==> config.mk <==
export PLATFORM = sky130hd
export DESIGN_NAME = floating_point_adder
export DESIGN_NICKNAME = d
export VERILOG_FILES = /design/src/rtl/fp16_pkg.sv /design/src/rtl/lzc14.sv /design/src/rtl/floating_point_adder.sv
export SDC_FILE = /design/constraint.sdc
export NUM_CORES = 1
export LEC_CHECK = 0
export CAP_MARGIN = 20
export CORE_MARGIN = 4
export CORE_UTILIZATION = 43
export CTS_CLUSTER_DIAMETER = 50
export DETAILED_ROUTE_END_ITERATION = 7
export PLACE_DENSITY = 0.69
export SLEW_MARGIN = 40
export SYNTH_ARGS = -nofsm -noshare
export SYNTH_HDL_FRONTEND = slang
export SYNTH_SLANG_ARGS = --single-unit
==> constraint.sdc <==
create_clock -name clk -period 47.1 [get_ports clk]
set_clock_uncertainty 0.15 [all_clocks]
set_input_delay 9.42 -clock clk [delete_from_list [all_inputs] [get_ports clk]]
set_output_delay 9.42 -clock clk [all_outputs]
set_load 0.01 [all_outputs]
==> src/rtl/fp16_pkg.sv <==
// Shared FP16 (binary16) format definitions for the MAC datapath.
package fp16_pkg;
  localparam int          EXP_W   = 5;
  localparam int          FRAC_W  = 10;
  localparam int          BIAS    = 15;
  localparam logic [4:0]  EXP_MAX = 5'h1F;

  localparam logic [15:0] QNAN    = 16'h7E00;
  localparam logic [15:0] POS_INF = 16'h7C00;
  localparam logic [15:0] NEG_INF = 16'hFC00;

  typedef struct packed {
    logic       sign;
    logic [4:0] exp;
    logic [9:0] frac;
  } fp16_t;
endpackage

==> src/rtl/lzc14.sv <==
// Leading-zero counter over the 14-bit pre-normalised significand; all-zero yields 14.
module lzc14 (
  input  logic [13:0] val,
  output logic [3:0]  cnt
);
  always_comb begin
    cnt = 4'd14;
    // Scanning upward means the last hit is the most significant set bit.
    for (int i = 0; i < 14; i++) begin
      if (val[i]) cnt = 4'(13 - i);
    end
  end
endmodule

==> src/rtl/floating_point_adder.sv <==
// FP16 adder: combinational unpack/align/add/normalise/round into one output register.
module floating_point_adder
  import fp16_pkg::*;
(
  input  logic        clk,
  input  logic        rst_n,
  input  logic        in_valid,
  input  logic [15:0] a,
  input  logic [15:0] b,
  output logic        out_valid,
  output logic [15:0] sum
);

  // Right-shift {m, g, r} by d; everything shifted past r collapses into the sticky LSB.
  function automatic logic [13:0] align(input logic [10:0] m, input logic [4:0] d);
    logic [12:0] v;
    logic [12:0] mask;
    v = {m, 2'b00};
    if (d >= 5'd13) return {13'd0, |m};
    mask = (13'd1 << d) - 13'd1;
    return {v >> d, |(v & mask)};
  endfunction

  function automatic logic [15:0] sat_pack(input logic sign, input logic [15:0] mag);
    if (mag[15:10] >= 6'd31) return {sign, EXP_MAX, 10'd0};
    return {sign, mag[14:0]};
  endfunction

  // Adding the round-up to {exp, frac} lets a mantissa carry bump the exponent,
  // including the subnormal-to-normal transition.
  function automatic logic [15:0] round_pack(input logic sign, input logic [5:0] e,
                                             input logic [12:0] n);
    logic rup;
    rup = n[2] & (n[1] | n[0] | n[3]);
    return sat_pack(sign, {e, n[12:3]} + {15'd0, rup});
  endfunction

  fp16_t       fa, fb, big, sml;
  logic        swap;
  logic [4:0]  ebig_p0, esml, dexp;
  logic [10:0] mbig, msml;
  logic [14:0] lg, sg, raw_p0;
  logic        sign_p0;
  logic [3:0]  lz_p0;
  logic [4:0]  lim;
  logic [3:0]  shl;
  logic [13:0] norm;
  logic [5:0]  e6;
  logic        a_nan, b_nan, a_inf, b_inf;
  logic [15:0] res_p0;

  // Stage p0: unpack, order by magnitude, align and add/subtract
  always_comb begin
    fa      = fp16_t'(a);
    fb      = fp16_t'(b);
    swap    = b[14:0] > a[14:0];
    big     = swap ? fb : fa;
    sml     = swap ? fa : fb;
    ebig_p0 = (big.exp == 5'd0) ? 5'd1 : big.exp;
    esml    = (sml.exp == 5'd0) ? 5'd1 : sml.exp;
    mbig    = {big.exp != 5'd0, big.frac};
    msml    = {sml.exp != 5'd0, sml.frac};
    dexp    = ebig_p0 - esml;
    lg      = {1'b0, mbig, 3'b000};
    sg      = {1'b0, align(msml, dexp)};
    raw_p0  = (big.sign ^ sml.sign) ? lg - sg : lg + sg;
    sign_p0 = big.sign;
  end

  lzc14 u_lzc (
    .val (raw_p0[13:0]),
    .cnt (lz_p0)
  );

  always_comb begin
    lim  = ebig_p0 - 5'd1;
    shl  = 4'd0;
    norm = raw_p0[13:0];
    e6   = {1'b0, ebig_p0};
    if (raw_p0[14]) begin
      norm = {raw_p0[14:2], raw_p0[1] | raw_p0[0]};
      e6   = {1'b0, ebig_p0} + 6'd1;
    end else begin
      // Left shift is capped so the exponent never drops below 1 (result stays subnormal).
      shl  = ({1'b0, lz_p0} < lim) ? lz_p0 : lim[3:0];
      norm = raw_p0[13:0] << shl;
      e6   = {1'b0, ebig_p0} - {2'b00, shl};
    end

    a_nan = (&a[14:10]) & (|a[9:0]);
    b_nan = (&b[14:10]) & (|b[9:0]);
    a_inf = (&a[14:10]) & ~(|a[9:0]);
    b_inf = (&b[14:10]) & ~(|b[9:0]);

    res_p0 = round_pack(sign_p0, norm[13] ? e6 : 6'd0, norm[12:0]);
    if (a_nan | b_nan | (a_inf & b_inf & (a[15] ^ b[15]))) res_p0 = QNAN;
    else if (a_inf)                                       res_p0 = a;
    else if (b_inf)                                       res_p0 = b;
    else if (raw_p0 == 15'd0)                             res_p0 = {fa.sign & fb.sign, 15'd0};
  end

  // Stage p1: output register
  always_ff @(posedge clk) begin
    if (!rst_n) begin
      out_valid <= 1'b0;
      sum       <= 16'h0000;
    end else begin
      out_valid <= in_valid;
      if (in_valid) sum <= res_p0;
    end
  end

endmodule

==> impl_metrics.ini <==
[global_routing]
antenna_found_initial = 0
grt_first_pass_wirelength_um = 36400
vias_in_the_first_global_route = 6943
grt_max_degree = 34
grt_usage_pct = 24.4
residual_overflow_from_global_routing = 0

[clocking]
root_buffer = clkbuf_16
clk-insertion-delay-late_ps = 250
cts_tree = built
htree_levels = 1
post_cts_buffers = 0
ctsLongestPathBuffers = 2
clkSlewWorstSetupHoldPaths_ps = 50
clkSinkCount = 17
cts_resized = 0
cts_inserted_buffers = 3
cts.hold.buffers_added = 0

[pwr]
power.static_leakage_nw = 3.01
power_density_over_the_cells_nw_per_um2 = 60.8
ir_drop_mv = 0.0332

[job]
drv.max_cap_violation_count = 0

[yosys]
dominant_cell_type_by_area_after_synthesis = ha_1
synth_enable_flop_cells = 0
asyncSetResetFlopFracSynth_pct = 0
mappedNetlistNets = 1052
synthesis.instances = 960
total_of_flip_flops_plus_latches_after_synthesis = 17
synth.distinct_cells = 109
share_of_the_synthesized_area_in_the_top_cell_type_pct = 9.91
yosys_warnings = 0
postSynthAreaPerCell_um2 = 7.10
post_synth_instance_area_um2 = 6820
synth_top_cells_by_area = ha_1 9.9%, a21oi_1 6.6%, dfxtp_1 5.0%
synth_flop_cell = dfxtp_1
synth_seq_area_share_pct = 4.99

[floorplanning]
start_util_pct = 44.3
dieHeight_um = 134
design.portCount = 52
die_area_um2 = 17900
coreArea_um2 = 15400
rows = 45
die_w_um = 134

[timing]
slew_headroom_pct = 43.3
final_max_slew_viol_count = 0
final_setup_vio_count = 0
fin_hold_ws_ps = 331
max_clock_freq_mhz = 41.7
unrepaired_setup_endpoints_after_global_routing = no
setup_total_neg_slack_ps = 0
worst_slew_pin_slew_ps = 845
final_hold_viol_count = 0
finalCritPeriodShare_pct = 50.9
layout_min_cycle_time_ps = 23980

[drt]
post_drt_wl_per_cell_um = 19.3
drtIter0Drc = 903
routed_wl_um = 23000
dr.pass1.iters = 5
ant_nets = 0
remaining_drc_errors = 0
route.vias.total = 7820
drt-vias-per-instance = 6.56

[final_layout]
design.final.nets = 1074
layout_commonest_cell = a21oi_1
fillerInstances = 1534
syn2layout_area_growth_pct = 11.2
antennaDiodeCount = 0
post_route_cells_drive_above_1_share_pct = 8.56
mostFrequentLayoutCells = 90 x a21oi_1, 80 x nand2_1, 71 x nor2_1

[run_status]
run_status = complete, no violations

[placed_design]
port_buffers = 51
routabilityCongestion = 0.967
dpl.hpwl_um = 18500

[worst_setup_path]
criticalPathCategory = in -> reg
critical_path.max_fanout = 20
critPathArrivalTime_ps = 23970
cp_common_cell = a21oi_1
type_of_element_capturing_the_critical_path = flip-flop
crit_path_start_kind = primary input
timing.critical_path.slowest_stage_cell = nor2_1
max_stage_delay_ps = 640
worst-endpoint-required_ps = 47090

[hold_path]
hold_class = reg -> reg
-- state kept, by name, summed over array words and instances (netlist names) --
register / flops
sum: 16
out_valid: 1
-- where the power goes --
part,internal (mW),switching [mW]
sequential,0.0188,0.00203
combinational,0.159,0.264
clock,0.0115,0.00542
-- Yosys cell counts (6+ instances only) --
| library cell | count |
|---|---|
| a22o_1 | 13 |
| inv_1 | 56 |
| a2111oi_0 | 6 |
| nor2b_1 | 12 |
| a21o_1 | 20 |
| and3_1 | 12 |
| o21ai_1 | 11 |
| nand2_1 | 80 |
| nor4_1 | 8 |
| and2_1 | 11 |
| nor2_1 | 71 |
| mux2i_1 | 32 |
| or2_2 | 7 |
| xnor2_1 | 18 |
| nand2b_1 | 13 |
| xor2_1 | 10 |
| o21bai_1 | 7 |
| nand3_1 | 26 |
| ha_1 | 54 |
| nor3_1 | 37 |
| or3_1 | 11 |
| a21oi_1 | 90 |
| o21ai_0 | 57 |
| and4_1 | 7 |
| nand4_1 | 17 |
| clkbuf_1 | 30 |
| a211oi_1 | 21 |
| o211ai_1 | 20 |
| a31oi_1 | 8 |
| o31ai_1 | 9 |
| dfxtp_1 | 17 |
| o21a_1 | 8 |
| a211o_1 | 6 |
-- cell families (layout without fill, tap and decap cells) --
logic type               after synthesis  after routing  synth area share, %
AO/OA/AOI/OAI                        369            369                 40.8
XOR/XNOR                              28             28                 3.60
adder cells (fa/ha/maj)               57             57                 10.8
buffers and inverters                103            124                 6.19
flip-flops                            17             17                 4.99
multiplexers                          41             41                 6.85
AND/OR/NAND/NOR                      345            345                 26.8
-- layer usage --
layer	routed length [µm]	track usage, %	vias up
met5	0	0	-
met4	667	6.97	0
met3	1690	2.70	60
met2	10000	37.8	388
met1	10600	35.6	3628
li1	-	-	3744
-- area by class of cell --
type	instances	area, µm²	area share, %
Multi-Input combinational cell	840	6070	80.1
Timing Repair Buffer	60	598	7.89
Sequential cell	17	340	4.49
Tap cell	211	264	3.48
Inverter	60	228	3.00
Clock buffer	4	78.8	1.04
-- worst paths after layout --
path | from | to | slack (ps) | depth (start not counted)
hold / removal | sum[1] | sum[1] | 330 | 1
setup reg to reg | sum[9] | sum[9] | 45710 | 3
hold reg to reg | sum[1] | sum[1] | 330 | 1
setup / recovery | a[14] | sum[2] | 23120 | 54
-- stage by stage --
stage / instances / cell area (µm²) / total power [mW] / util, % / setup WS, ps
after detailed placement: 1188 / 7490 / 0.433 / 48.7 / 23060
after global placement: 1187 / 7460 / 0.434 / 48.5 / 22640
after global routing: 1192 / 7580 / 0.499 / 49.3 / 21950
final: 1192 / 7580 / 0.461 / 49.3 / 23120
after floorplan: 960 / 6820 / 0.334 / - / 25240
after CTS: 1192 / 7570 / 0.452 / 49.3 / 23280
-- critical path, delay by kind of cell --
family          cells  cell delay, ps
simple gates       15            4720
compound gates     23            4970
mux                 4            1100
buf+inv             5             980
fa+ha+maj           6            2130
xor+xnor            1             610
No activity file was read; power rests on OpenSTA's default activity.
